<file path="config.mk">
export PLATFORM = sky130hd
export DESIGN_NAME = stream_rr_arbiter
export DESIGN_NICKNAME = d
export VERILOG_FILES = /design/src/rtl/stream_rr_arbiter.sv
export SDC_FILE = /design/constraint.sdc
export NUM_CORES = 1
export LEC_CHECK = 0
export ABC_AREA = 0
export CAP_MARGIN = 30
export CORE_MARGIN = 5
export CORE_UTILIZATION = 30
export CTS_CLUSTER_SIZE = 40
export DETAILED_ROUTE_END_ITERATION = 16
export GPL_TIMING_DRIVEN = 0
export PLACE_DENSITY = 0.66
export SETUP_SLACK_MARGIN = 0.1
export SYNTH_ARGS = -nofsm -noshare
export SYNTH_HDL_FRONTEND = slang
export SYNTH_SLANG_ARGS = --single-unit
</file>
<file path="constraint.sdc">
create_clock -name clk -period 2.3 [get_ports clk]
set_input_delay 0.46 -clock clk [delete_from_list [all_inputs] [get_ports clk]]
set_output_delay 0.46 -clock clk [all_outputs]
set_load 0.02 [all_outputs]
</file>
<file path="src/rtl/stream_rr_arbiter.sv">
// Round-robin arbiter merging N_IN valid/ready streams into one registered output stage.
// Optional macro STREAM_RR_ARBITER_PKT_LOCK_EN holds the grant on one stream until its in_last beat.
module stream_rr_arbiter #(
    parameter int WIDTH = 32,
    parameter int N_IN  = 4,
    parameter int SEL_W = $clog2(N_IN)
) (
    input  logic                  clk,
    input  logic                  rst,
    input  logic [N_IN*WIDTH-1:0] in_data,
    input  logic [N_IN-1:0]       in_valid,
    input  logic [N_IN-1:0]       in_last,
    output logic [N_IN-1:0]       in_ready,
    output logic [WIDTH-1:0]      out_data,
    output logic                  out_last,
    output logic [SEL_W-1:0]      out_sel,
    output logic                  out_valid,
    input  logic                  out_ready
);

    // Handshake: a beat moves on any port when valid and ready are both high at
    // the rising edge; in_ready is the registered-stage-free flag steered to the grant.

    logic [SEL_W-1:0] r_last_grant;
    logic [WIDTH-1:0] r_out_data;
    logic             r_out_last;
    logic [SEL_W-1:0] r_out_sel;
    logic             r_out_valid;

    logic             w_free;
    logic             w_rr_found;
    logic [SEL_W-1:0] w_rr_sel;
    logic [SEL_W-1:0] w_sel;
    logic             w_gnt_vld;
    logic             w_accept;
    logic [WIDTH-1:0] w_sel_data;
    logic             w_sel_last;
    logic             w_locked;

    assign w_free = !r_out_valid || out_ready;

    // Search starts one past the last accepted stream and wraps through it last.
    always_comb begin
        logic [SEL_W-1:0] v_idx;
        w_rr_found = 1'b0;
        w_rr_sel   = '0;
        v_idx      = '0;
        for (int k = 1; k <= N_IN; k++) begin
            v_idx = SEL_W'((int'(r_last_grant) + k) % N_IN);
            if (!w_rr_found && in_valid[v_idx]) begin
                w_rr_found = 1'b1;
                w_rr_sel   = v_idx;
            end
        end
    end

`ifdef STREAM_RR_ARBITER_PKT_LOCK_EN
    typedef enum logic {
        ST_ARB  = 1'b0,
        ST_LOCK = 1'b1
    } state_t;

    state_t           r_state;
    logic [SEL_W-1:0] r_lock_sel;

    assign w_locked  = (r_state == ST_LOCK);
    assign w_sel     = w_locked ? r_lock_sel : w_rr_sel;
    assign w_gnt_vld = w_locked ? 1'b1 : w_rr_found;

    // Lock opens on a non-last beat and closes on the locked stream's last beat.
    always_ff @(posedge clk) begin
        if (rst) begin
            r_state    <= ST_ARB;
            r_lock_sel <= '0;
        end else if (w_accept) begin
            case (r_state)
                ST_ARB: begin
                    if (!w_sel_last) begin
                        r_state    <= ST_LOCK;
                        r_lock_sel <= w_sel;
                    end
                end
                ST_LOCK: begin
                    if (w_sel_last) begin
                        r_state <= ST_ARB;
                    end
                end
                default: r_state <= ST_ARB;
            endcase
        end
    end
`else
    assign w_locked  = 1'b0;
    assign w_sel     = w_rr_sel;
    assign w_gnt_vld = w_rr_found;
`endif

    assign w_sel_data = in_data[int'(w_sel)*WIDTH +: WIDTH];
    assign w_sel_last = in_last[w_sel];
    assign w_accept   = !rst && w_free && w_gnt_vld && in_valid[w_sel];

    always_comb begin
        in_ready = '0;
        if (!rst && w_free && w_gnt_vld) begin
            in_ready = N_IN'(1) << w_sel;
        end
    end

    always_ff @(posedge clk) begin
        if (rst) begin
            r_last_grant <= SEL_W'(N_IN - 1);
            r_out_data   <= '0;
            r_out_last   <= 1'b0;
            r_out_sel    <= '0;
            r_out_valid  <= 1'b0;
        end else if (w_accept) begin
            r_last_grant <= w_sel;
            r_out_data   <= w_sel_data;
            r_out_last   <= w_sel_last;
            r_out_sel    <= w_sel;
            r_out_valid  <= 1'b1;
        end else if (out_ready) begin
            r_out_valid  <= 1'b0;
        end
    end

    assign out_data  = r_out_data;
    assign out_last  = r_out_last;
    assign out_sel   = r_out_sel;
    assign out_valid = r_out_valid;

endmodule
</file>
==> flow_metrics.py <==
metrics = {
    "outcome": {
        "status": "completed",
    },
    "logic_synthesis": {
        "synth_cell_types": 38,
        "syn_area_sq_um": 3110,
        "synthTopCellsByArea": "dfxtp_1 24%, nand2_1 12%, mux2i_1 11%",
        "yosys_warnings": 0,
        "synth_enable_flop_cells": 0,
        "yosysTopAreaCell": "dfxtp_1",
        "async_flop_share_pct": 0,
        "synthFlopType": "dfxtp_1",
        "seq_area_frac_synth_pct": 24.4,
        "syn-instance-count": 418,
        "avgSynthCellArea_sq_um": 7.45,
        "ys_ff_latch": 38,
        "yosysTopAreaCellShare_pct": 24.4,
        "synth_nets": 557,
    },
    "finish": {
        "fin_cells": 739,
        "n_antenna_cell": 0,
        "layout_common_cells": "168 x clkdlybuf4s50_1, 101 x nand2_1, 37 x dfxtp_1, 34 x and3_1",
        "nets": 741,
        "fillCellCount": 1055,
        "multi_input_area_sq_um": 2150,
        "layout-drive-gt1-share_pct": 8.62,
        "seq_area_sq_um": 764,
        "final_common_cell": "clkdlybuf4s50_1",
        "area_growth_pct": 67.0,
    },
    "clock_network": {
        "clockBufferDepth": 2,
        "htree_num_levels": 2,
        "clock-sinks": 38,
        "clkTransAtPathRegs_ps": 80,
        "numCtsBuffers": 5,
        "cts_tree": "yes",
        "root_buffer": "clkbuf_8",
        "clock_latency_ps": 300,
    },
    "setup_path": {
        "crit_required_ps": 1840,
        "r2r-start": "r_last_grant[1]",
        "r2r_end": "out_data[5]",
        "rr_worst_depth": 8,
        "cp-endpoint": "in_ready[1]",
        "cp_data_arrival_time_ps": 1660,
        "critPathKind": "input port to output pin",
        "cp_max_fo": 4,
        "worstSetupStartpointType": "input port",
        "crit_path_end_kind": "output pin",
        "crit_start": "in_valid[0]",
        "r2r_slack_ps": 360,
    },
    "pwr": {
        "clock_power_share_pct": 23.8,
        "netSwitchingFraction_pct": 33.9,
        "peakVddDrop_v": 0.000296,
        "powerDensity_nw_per_um2": 481,
        "p_int_mw": 1.65,
        "power_frac_comb_pct": 45.0,
        "p_leak_nw": 2.10,
        "seq_power_share_pct": 31.2,
        "p_total_mw": 2.50,
        "switching_power_uw": 848,
    },
    "sta": {
        "skew_ps": 11.3,
        "rsz0062_at_grt": "false",
        "tightest_slew_ps": 538,
        "fin_crit_ps": 2120,
        "setup_viol": 0,
        "max_freq_ghz": 0.471,
        "drv_slew": 0,
        "hold_slack_ps": 467,
        "hold_viol": 0,
        "slew_headroom_pct": 64.1,
        "min_period_over_period_pct": 92.3,
    },
    "die": {
        "ioPinCount": 179,
        "die_area_sq_um": 12500,
        "rows": 37,
        "fp.dieH_microns": 112,
        "fp.coreArea_sq_um": 10200,
        "fp.dieW_microns": 112,
        "start_util_pct": 30.4,
    },
    "placement": {
        "gp_congestion": 0.801,
        "placed_cells": 728,
        "hpwlAfterDp_microns": 9270,
        "portBuffers": 174,
    },
    "grt": {
        "first_global_vias": 3862,
        "groute.usage.overall_pct": 19.1,
        "overflow": 0,
        "grt_max_degree": 13,
        "grt_pass1_wl_microns": 20000,
        "grt_antenna_before_repair": 0,
    },
    "job": {
        "maxCapViolCount": 0,
    },
    "min_path": {
        "min_path_type": "flip-flop to flip-flop",
    },
    "detailed_routing": {
        "vias_per_cell": 5.02,
        "drc_errors": 0,
        "via_count": 3712,
        "dr.first_iter.drc_count": 97,
        "postRouteWirelength_microns": 12400,
        "wl_per_cell_microns": 16.8,
        "final_antenna_net_count": 0,
        "drt-pass1-iter-count": 4,
    },
}
state kept, by name, summed over array words and instances, names as in the netlist:
name and count:
out_data 32, out_valid 1, out_sel 2, out_last 1, r_last_grant 2
cell families (layout without fill, tap and decap cells):
group	count (synthesis)	in the layout	share of synthesized area, %
buffers and inverters	40	225	7.47
and+or+nand+nor	191	191	32.0
AOI/OAI and AO/OA	116	116	25.5
DFF	38	38	24.4
muxes	33	33	10.6
through the flow:
step	utilization (%)	setup TNS (ps)	setup WS (ps)	area, sq um
after floorplan	-	0	162	3120
after global placement	49.2	-8020	-977	5030
after detailed placement	49.2	-9820	-978	5030
after CTS	50.8	0	69.0	5200
after global routing	50.8	0	101	5200
final	50.8	0	178	5200
worst min path at each step:
stage	slack (ps)	end	cells after the start	start
after floorplan	530	out_sel[1]	2	out_sel[1]
after global placement	460	out_sel[1]	2	out_sel[1]
after detailed placement	450	out_sel[1]	2	out_sel[1]
after CTS	470	out_sel[1]	2	out_sel[1]
after global routing	490	out_sel[1]	2	out_sel[1]
final	470	out_sel[1]	2	out_sel[1]
layout make-up:
cell class	instances	share of cell area [%]
clock buffer	5	1.32
sequential	38	14.7
tap	136	3.27
inverter	2	0.144
multi-input combinational	340	41.4
buffer	37	4.62
timing repair buffer	178	33.8
clock inverter	3	0.770
per-layer routing:
metal  vias up  global-route usage [%]  share of wire (%)
li1       1862                       -                  -
met3        14                    5.00                7.2
met4         0                    3.73                1.4
met1      1699                    24.7                 43
met2       137                    32.4                 48
met5         -                       0                  0
cells in the mapped netlist (2+ instances only):
library cell  instances
o31ai_1              33
nor2_1                9
o21ai_0               6
buf_4                 2
nor2b_1               3
buf_12                2
clkbuf_1             18
a21oi_1               4
dfxtp_1              38
mux2i_1              33
nor3b_1              34
o21ai_1              30
nand2_1             102
and3_1               34
o21a_1               33
buf_2                13
o22ai_1               2
buf_6                 2
power by group through the flow:
stage / Sequential (mW) / Combinational (mW) / Clock, mW
5_1_grt: 0.790 / 1.22 / 0.627
4_1_cts: 0.781 / 1.14 / 0.603
2_1_floorplan: 0.885 / 0.490 / 0
3_5_place_dp: 0.796 / 1.11 / 0
3_3_place_gp: 0.792 / 1.10 / 0
6_report: 0.780 / 1.12 / 0.594
timing repair:
item	in CTS	in global routing
hold buffers	0	0
setup buffers	4	0
pin swaps	2	2
endpoints found under the setup margin	18	14
gates resized for setup	32	8
gates cloned	0	0
worst max-delay path, stage by stage:
cell,delay [ps]
dlygate4sd2_1,330
nor4_4,90
or3_1,400
nor3_1,190
buf_2,190
Note: power is estimated with default switching activity, not from simulation.
